<file path="config.mk">
export PLATFORM = sky130hd
export DESIGN_NAME = topk_sorter
export DESIGN_NICKNAME = d
export VERILOG_FILES = /design/src/rtl/topk_pkg.sv /design/src/rtl/topk_slot.sv /design/src/rtl/topk_sorter.sv
export SDC_FILE = /design/constraint.sdc
export NUM_CORES = 1
export LEC_CHECK = 0
export ABC_CLOCK_PERIOD_IN_PS = 12600
export CORE_MARGIN = 4
export CORE_UTILIZATION = 55
export DETAILED_ROUTE_END_ITERATION = 6
export PLACE_DENSITY = 0.75
export RECOVER_POWER = 50
export SLEW_MARGIN = 20
export SYNTH_ARGS = -nofsm -noshare
export SYNTH_HDL_FRONTEND = slang
export SYNTH_HIERARCHICAL = 1
export SYNTH_SLANG_ARGS = --single-unit
</file>
<file path="constraint.sdc">
create_clock -name clk -period 12.6 [get_ports clk]
set_clock_uncertainty 0.1 [all_clocks]
set_input_delay 1.26 -clock clk [delete_from_list [all_inputs] [get_ports clk]]
set_output_delay 1.26 -clock clk [all_outputs]
set_load 0.05 [all_outputs]
</file>
<file path="src/rtl/topk_pkg.sv">
// Shared definitions for the streaming top-K selector: FSM state encoding,
// default geometry constants and the score comparator.
// Build option: define TOPK_SIGNED_EN to compare scores as two's-complement
// signed values; left undefined, scores compare as unsigned.
package topk_pkg;

    typedef enum logic {
        COLLECT = 1'b0,
        DRAIN   = 1'b1
    } state_e;

    localparam int DEF_K       = 8;
    localparam int DEF_SCORE_W = 16;
    localparam int DEF_ID_W    = 7;

    // Comparator operand width; callers zero-extend their scores to this.
    localparam int CMP_W = 64;

    // Strict "a beats b" for w-bit scores. Signed mode flips the sign bit so
    // a single unsigned magnitude compare orders two's-complement values.
    function automatic logic score_gt(input logic [CMP_W-1:0] a,
                                      input logic [CMP_W-1:0] b,
                                      input int               w);
        logic [CMP_W-1:0] mask;
        logic [CMP_W-1:0] ax;
        logic [CMP_W-1:0] bx;
        logic [CMP_W-1:0] sbit;
        mask = (w >= CMP_W) ? '1 : ((CMP_W'(1) << w) - CMP_W'(1));
        sbit = CMP_W'(1) << (w - 1);
        ax   = a & mask;
        bx   = b & mask;
`ifdef TOPK_SIGNED_EN
        ax   = ax ^ sbit;
        bx   = bx ^ sbit;
`else
        ax   = ax | (sbit & ~sbit);
`endif
        return ax > bx;
    endfunction

endpackage

</file>
<file path="src/rtl/topk_slot.sv">
// One entry of the sorted winner array. Flags whether a new beat outranks
// it, and on an accepted beat either holds, takes the new pair, or takes
// the pair shifting down from the slot above.
module topk_slot
    import topk_pkg::*;
#(
    parameter int SCORE_W = DEF_SCORE_W,
    parameter int ID_W    = DEF_ID_W
) (
    input  logic               clk,
    input  logic               rst_n,
    input  logic               ins_en_i,
    input  logic               clr_i,
    input  logic [SCORE_W-1:0] new_score_i,
    input  logic [ID_W-1:0]    new_id_i,
    input  logic               upper_beats_i,
    input  logic [SCORE_W-1:0] upper_score_i,
    input  logic [ID_W-1:0]    upper_id_i,
    input  logic               upper_filled_i,
    output logic               beats_o,
    output logic [SCORE_W-1:0] score_o,
    output logic [ID_W-1:0]    id_o,
    output logic               filled_o
);

    logic [SCORE_W-1:0] score_q, score_d;
    logic [ID_W-1:0]    id_q, id_d;
    logic               filled_q, filled_d;

    // An empty slot is always beaten; ties keep the earlier arrival in place.
    always_comb begin
        beats_o = !filled_q || score_gt(CMP_W'(new_score_i), CMP_W'(score_q), SCORE_W);
    end

    // Insertion point is the first beaten slot; every beaten slot below it shifts down.
    always_comb begin
        score_d  = score_q;
        id_d     = id_q;
        filled_d = filled_q;
        if (clr_i) begin
            filled_d = 1'b0;
        end else if (ins_en_i && beats_o) begin
            if (upper_beats_i) begin
                score_d  = upper_score_i;
                id_d     = upper_id_i;
                filled_d = upper_filled_i;
            end else begin
                score_d  = new_score_i;
                id_d     = new_id_i;
                filled_d = 1'b1;
            end
        end
    end

    // Slot storage.
    always_ff @(posedge clk or negedge rst_n) begin
        if (!rst_n) begin
            score_q  <= '0;
            id_q     <= '0;
            filled_q <= 1'b0;
        end else begin
            score_q  <= score_d;
            id_q     <= id_d;
            filled_q <= filled_d;
        end
    end

    assign score_o  = score_q;
    assign id_o     = id_q;
    assign filled_o = filled_q;

endmodule

</file>
<file path="src/rtl/topk_sorter.sv">
// Streaming top-K selector: insertion-sorts incoming (score, id) pairs into
// K slots during COLLECT, then drains the winners highest-first in DRAIN.
// Build option: TOPK_SIGNED_EN selects signed score comparison (see topk_pkg).
module topk_sorter
    import topk_pkg::*;
#(
    parameter int K       = DEF_K,
    parameter int SCORE_W = DEF_SCORE_W,
    parameter int ID_W    = DEF_ID_W
) (
    input  logic                    clk,
    input  logic                    rst_n,
    input  logic                    in_valid,
    output logic                    in_ready,
    input  logic [SCORE_W-1:0]      in_score,
    input  logic [ID_W-1:0]         in_id,
    input  logic                    in_last,
    output logic                    out_valid,
    input  logic                    out_ready,
    output logic [SCORE_W-1:0]      out_score,
    output logic [ID_W-1:0]         out_id,
    output logic                    out_last,
    output logic [K*ID_W-1:0]       out_ids_packed,
    output logic [$clog2(K+1)-1:0]  out_count
);

    localparam int CNT_W = $clog2(K + 1);
    localparam int PTR_W = $clog2(K);

    state_e             state_q;
    logic [PTR_W-1:0]   ptr_q;

    // Chain index 0 is a constant "above slot 0" stub; slot gi sits at gi+1.
    logic [K:0]         beats_chain;
    logic [K:0]         filled_chain;
    logic [SCORE_W-1:0] score_chain [K+1];
    logic [ID_W-1:0]    id_chain    [K+1];
    logic               unused_tail_beats;

    logic               ins_en;
    logic               clr;
    logic [CNT_W-1:0]   fill_cnt;
    logic [CNT_W-1:0]   rd_sel;

    assign beats_chain[0]    = 1'b0;
    assign filled_chain[0]   = 1'b0;
    assign score_chain[0]    = '0;
    assign id_chain[0]       = '0;
    assign unused_tail_beats = beats_chain[K];

    assign in_ready  = (state_q == COLLECT);
    assign out_valid = (state_q == DRAIN);
    assign ins_en    = in_ready && in_valid;
    assign clr       = out_valid && out_ready && out_last;

    genvar gi;
    generate
        for (gi = 0; gi < K; gi++) begin : g_slot
            topk_slot #(
                .SCORE_W (SCORE_W),
                .ID_W    (ID_W)
            ) u_slot (
                .clk            (clk),
                .rst_n          (rst_n),
                .ins_en_i       (ins_en),
                .clr_i          (clr),
                .new_score_i    (in_score),
                .new_id_i       (in_id),
                .upper_beats_i  (beats_chain[gi]),
                .upper_score_i  (score_chain[gi]),
                .upper_id_i     (id_chain[gi]),
                .upper_filled_i (filled_chain[gi]),
                .beats_o        (beats_chain[gi+1]),
                .score_o        (score_chain[gi+1]),
                .id_o           (id_chain[gi+1]),
                .filled_o       (filled_chain[gi+1])
            );
            assign out_ids_packed[gi*ID_W +: ID_W] = filled_chain[gi+1] ? id_chain[gi+1] : '0;
        end
    endgenerate

    // Filled slots are contiguous from slot 0, so the popcount is the fill level.
    always_comb begin
        fill_cnt = '0;
        for (int i = 1; i <= K; i++) begin
            fill_cnt = fill_cnt + CNT_W'(filled_chain[i]);
        end
    end

    assign out_count = fill_cnt;
    assign rd_sel    = CNT_W'(ptr_q) + CNT_W'(1);
    assign out_score = out_valid ? score_chain[rd_sel] : '0;
    assign out_id    = out_valid ? id_chain[rd_sel] : '0;
    assign out_last  = out_valid && (CNT_W'(ptr_q) == (fill_cnt - CNT_W'(1)));

    // Batch FSM and drain read pointer.
    always_ff @(posedge clk or negedge rst_n) begin
        if (!rst_n) begin
            state_q <= COLLECT;
            ptr_q   <= '0;
        end else begin
            case (state_q)
                COLLECT: begin
                    ptr_q <= '0;
                    if (in_valid && in_last) begin
                        state_q <= DRAIN;
                    end
                end
                DRAIN: begin
                    if (out_ready) begin
                        if (out_last) begin
                            state_q <= COLLECT;
                            ptr_q   <= '0;
                        end else begin
                            ptr_q <= ptr_q + PTR_W'(1);
                        end
                    end
                end
                default: begin
                    state_q <= COLLECT;
                    ptr_q   <= '0;
                end
            endcase
        end
    end

endmodule

</file>
# Word level (Yosys, flattened, before mapping)
# Cells that the tools add are included.
dict set report totals {
  output_inout_bits 86
  input_bits 28
  ff_bits 196
}
dict set report op_classes {
  n_mux 60
  n_eq_ne 2
  magnitude_cmp 9
  bitwise 3
  n_reduce_logical 45
  add_sub_neg 10
}
# operator n
set ops {}
lappend ops {{16-bit two-way mux} 10}
lappend ops {{16-bit greater-than comparator} 8}
lappend ops {{7-bit two-way mux} 18}
lappend ops {{16-bit binary-select mux with 4-bit select} 1}
lappend ops {{7-bit binary-select mux with 4-bit select} 1}
lappend ops {{1-bit two-way mux} 26}
lappend ops {{4-bit by 1-bit adder with 4-bit output} 4}
lappend ops {{2-bit AND reduction} 8}
lappend ops {{2-bit nonzero test} 8}
lappend ops {{1-bit logical AND} 13}
lappend ops {{1-bit zero test} 8}
lappend ops {{1-bit logical OR} 8}
lappend ops {{3-bit two-way mux} 2}
lappend ops {{3-bit one-hot mux with 2 select lines} 1}
lappend ops {{5-bit >= comparator, second input constant} 1}
lappend ops {{4-bit NOT with 5-bit output} 1}
lappend ops {{3-bit by 1-bit adder with 4-bit output} 1}
lappend ops {{3-bit by 1-bit adder with 4-bit output, second input constant} 1}
lappend ops {{3-bit by 4-bit equality test with 1-bit output} 1}
lappend ops {{4-bit by 1-bit subtractor with 4-bit output, second input constant} 1}
lappend ops {{2-bit by 1-bit adder with 3-bit output} 1}
lappend ops {{3-bit by 1-bit adder with 3-bit output, second input constant} 1}
lappend ops {{1-bit by 1-bit adder with 2-bit output} 1}
lappend ops {{2-bit inequality test, second input constant} 1}
lappend ops {{other kinds (2)} 3}

# Depth between registers and ports, before layout
dict set report depth {
  word_depth 13
  ltp_mapped 17
  ltp_nobuf 16
}

# Hierarchy
# The synthesis kept the hierarchy.
# mod cells_each seq_area_each_um2 instances area_per_inst_um2
set modules_own_cells {}
lappend modules_own_cells {topk_slot 145 600.6 8 1654.1}
lappend modules_own_cells {topk_sorter 311 100.1 1 2544.9}

# Worst setup path after synthesis
# No wires, ideal clock.
dict set report synth_path {
  path_kind {register to output}
  startpoint {register g_slot[0].u_slot.filled_q}
  endpoint {output port out_last}
  stages_incl_launch_ff 13
  path_slack_ns 7.351
  arrival_ns 3.889
  path_buffers 0
  required_time_ns 11.240
  cell_sequence {dfrtp_1 -> inv_1 -> fa_1 -> fa_1 -> fa_1 -> inv_1 -> ha_1 -> inv_1 -> ha_1 -> xnor2_1 -> a211oi_1 -> a31o_2 -> and2_1}
}
dict set report synth_via {
  elab_chain_len 10
}
# element line_no
set synth_lines {}
lappend synth_lines {{start: declaration} topk_slot.sv:28} ;# logic filled_q, filled_d;
lappend synth_lines {{start signal: assignment} topk_slot.sv:64} ;# filled_q <= filled_d;
lappend synth_lines {{1-bit by 1-bit adder with 2-bit output} topk_sorter.sv:86} ;# fill_cnt = fill_cnt + CNT_W'(filled_chain[i]);
lappend synth_lines {{2-bit by 1-bit adder with 3-bit output} topk_sorter.sv:86}
lappend synth_lines {{3-bit by 1-bit adder with 4-bit output} topk_sorter.sv:86}
lappend synth_lines {{4-bit by 1-bit adder with 4-bit output (4 in series)} topk_sorter.sv:86}
lappend synth_lines {{net out_count[0]} topk_sorter.sv:24} ;# output logic [$clog2(K+1)-1:0] out_count
lappend synth_lines {{4-bit by 1-bit subtractor with 4-bit output} topk_sorter.sv:94} ;# assign out_last = out_valid && (CNT_W'(ptr_q) == (fill_cnt - CNT_W'(1)));
lappend synth_lines {{3-bit by 4-bit equality test with 1-bit output} topk_sorter.sv:94}
lappend synth_lines {{1-bit logical AND} topk_sorter.sv:94}
lappend synth_lines {{end: declaration} topk_sorter.sv:22} ;# output logic out_last,
# The timed path passes the listed nets, and every way through them passes these cells.

==> results.md <==
- Status: finished, violations left
- Failing checks: capacitance limit, slew limit
- Total Routing Usage GR: 26.8%
- Overflow after GRT: 0
- Critical Path Start: rst_n
- Nets: 1,743
- Vias per cell: 5.97
- Most frequent CP cell: clkbuf_1
- Initial antenna violation count: 0
- Buffers on Ports: 113
- Syn Area/Cell: 10.7 µm²
- Pin count of the biggest net entering global routing: 68
- Min-delay worst type: reg2reg
- Worst path arrival time: 7.50 ns
- Clock sinks: 196
- TritonCTS buffer count: 17
- CP bufs+invs: 3
- CTS clk-pin slew, worst paths: 0.09 ns
- Most frequent cells in the layout: mux2i_1 (241), dfrtp_1 (195), inv_1 (161)
- Worst slew pin tran: 3.75 ns
- Core area: 28,000 µm²
- FMAX: 0.139 GHz
- DRC: 0
- Height of the die: 177 µm
- Slowest-stage cell, CP: clkbuf_1
- Total number of vias: 11,752
- Max_cap viols: 2
- RSZ-0062 raised after global routing: false
- Fin. max-slew vios: 133
- Root buffer cell: clkbuf_16
- Max transition margin: -150%
- Utilization after layout: 63.7%
- ANT cells: 0
- Worst r2r dst: g_slot[0].u_slot/id_o[0]
- Die W: 177 µm
- CP Depth: 3
- Reg2reg start: g_slot[0].u_slot/filled_o
- CP Capture Type: asynchronous set/reset pin
- ANT nets after route: 0
- Tcrit/Tclk final: 57.1%
- Critical path class: in2async
- Reg2reg setup slack: 6.44 ns
- GPL Wtd Cong: 0.866
- Worst path max stage delay: 2.59 ns
- Critical path, cell by cell: clkbuf_1 > clkbuf_1 > buf_4
- Cells after Synth: 1,469
- Setup Fix Bufs, Post-CTS: 0
- Synth-to-Final Area Change: 13.1%
- Setup Viol. Count Final: 0
- Share of layout cells above drive strength 1: 17.4%
- Starting Density: 56.3%
- Maximum level of the CTS H-tree: 4
- Row cnt: 61
- CTS Buffer Depth: 2
- Average routed wire per standard cell: 21.4 µm
- Initial DRC Count: 666
- Maximum fanout along the worst path: 67
- Hold buffer count at CTS: 0
- Critical Path RT: 12.90 ns
- Hold Vio Cnt, Final: 0
- Critical path startpoint category: input port
- CTS tree: done
- DRT Pass-1 Iters: 5
- Filler cells: 2,214
- Critical Path End: ptr_q[0]
- First-pass GRT wire length: 66,500 µm
- Top-Level Pins: 114
- Worst Reg-to-Reg Cells: 17
- Worst-skew pair later-pin latency: 0.45 ns
- Number of global-route vias before repair: 12,117
- Mapped Area: 15,800 µm²
- Post-CTS resize count: 0
- Setup TNS: 0 ns
- Wire length after detailed routing: 42,200 µm
- Die area: 31,400 µm²
- Crit path max-delay family: buffers and inverters
- Post-DP HPWL: 31,500 µm
- Ys Warns: 6
- Min Tclk post-route: 7.20 ns
- Commonest non-fill, non-tap cell in the layout: mux2i_1
[stage by stage]
stage,hold slack (ns),instance area (µm²),std cells,setup slack (ns)
after detailed placement,0.422,17100,1930,6.27
final,0.439,17800,1969,5.40
after CTS,0.440,17700,1962,5.96
after global routing,0.464,17800,1969,4.08
after global placement,0.416,17100,1929,6.33
after floorplan,0.395,15900,1493,7.35
[worst min-delay path by stage]
stage                                         from                  endpoint  cells past startpoint  slack, ns
after floorplan           g_slot[7].u_slot/id_o[0]  g_slot[7].u_slot/id_o[0]                      1       0.40
after global placement    g_slot[7].u_slot/id_o[0]  g_slot[7].u_slot/id_o[0]                      1       0.42
after detailed placement  g_slot[7].u_slot/id_o[6]  g_slot[7].u_slot/id_o[6]                      1       0.42
after CTS                 g_slot[7].u_slot/id_o[6]  g_slot[7].u_slot/id_o[6]                      1       0.44
after global routing      g_slot[7].u_slot/id_o[4]  g_slot[7].u_slot/id_o[4]                      1       0.46
final                     g_slot[7].u_slot/id_o[4]  g_slot[7].u_slot/id_o[4]                      1       0.44
[cell type report]
cell class	instances	area (µm²)	share of cell area, %
multi-input cells	1068	9860	55.3
well taps	378	473	2.65
flip-flops and latches	196	4910	27.5
repair buffers	133	1390	7.81
clock buffers	18	429	2.41
inverters	162	608	3.41
clock inverters	14	163	0.912
[worst register-to-register path, cell delays in order, from the launching register on]
cell     delay (ns)
dfrtp_1        0.61
inv_1          0.17
fa_1           0.63
fa_1           0.44
fa_1           0.43
inv_1          0.08
ha_1           0.16
inv_1          0.06
fa_1           0.50
ha_1           0.23
xnor2_1        0.13
and2_0         0.17
a31o_2         0.29
and3_1         0.40
a311o_2        0.49
a41oi_4        0.57
buf_8          0.26
mux2_2         0.35
[layer usage]
metal	vias up	global-route usage [%]	routed length, µm
met5	-	0	0
met4	0	11.6	1650
met3	88	3.17	1510
met2	316	46.1	20900
met1	5897	34.1	18100
li1	5451	-	-
[registers in the layout, indices dropped and copies added (netlist names)]
signal,flops
g_slot.u_slot/score_o,128
g_slot.u_slot/filled_o,8
out_valid,1
ptr_q,3
g_slot.u_slot/id_o,56
Power is left out: the tool's default activity adds up to more than one toggle a clock period on the data nets, which glitch-free logic cannot reach.
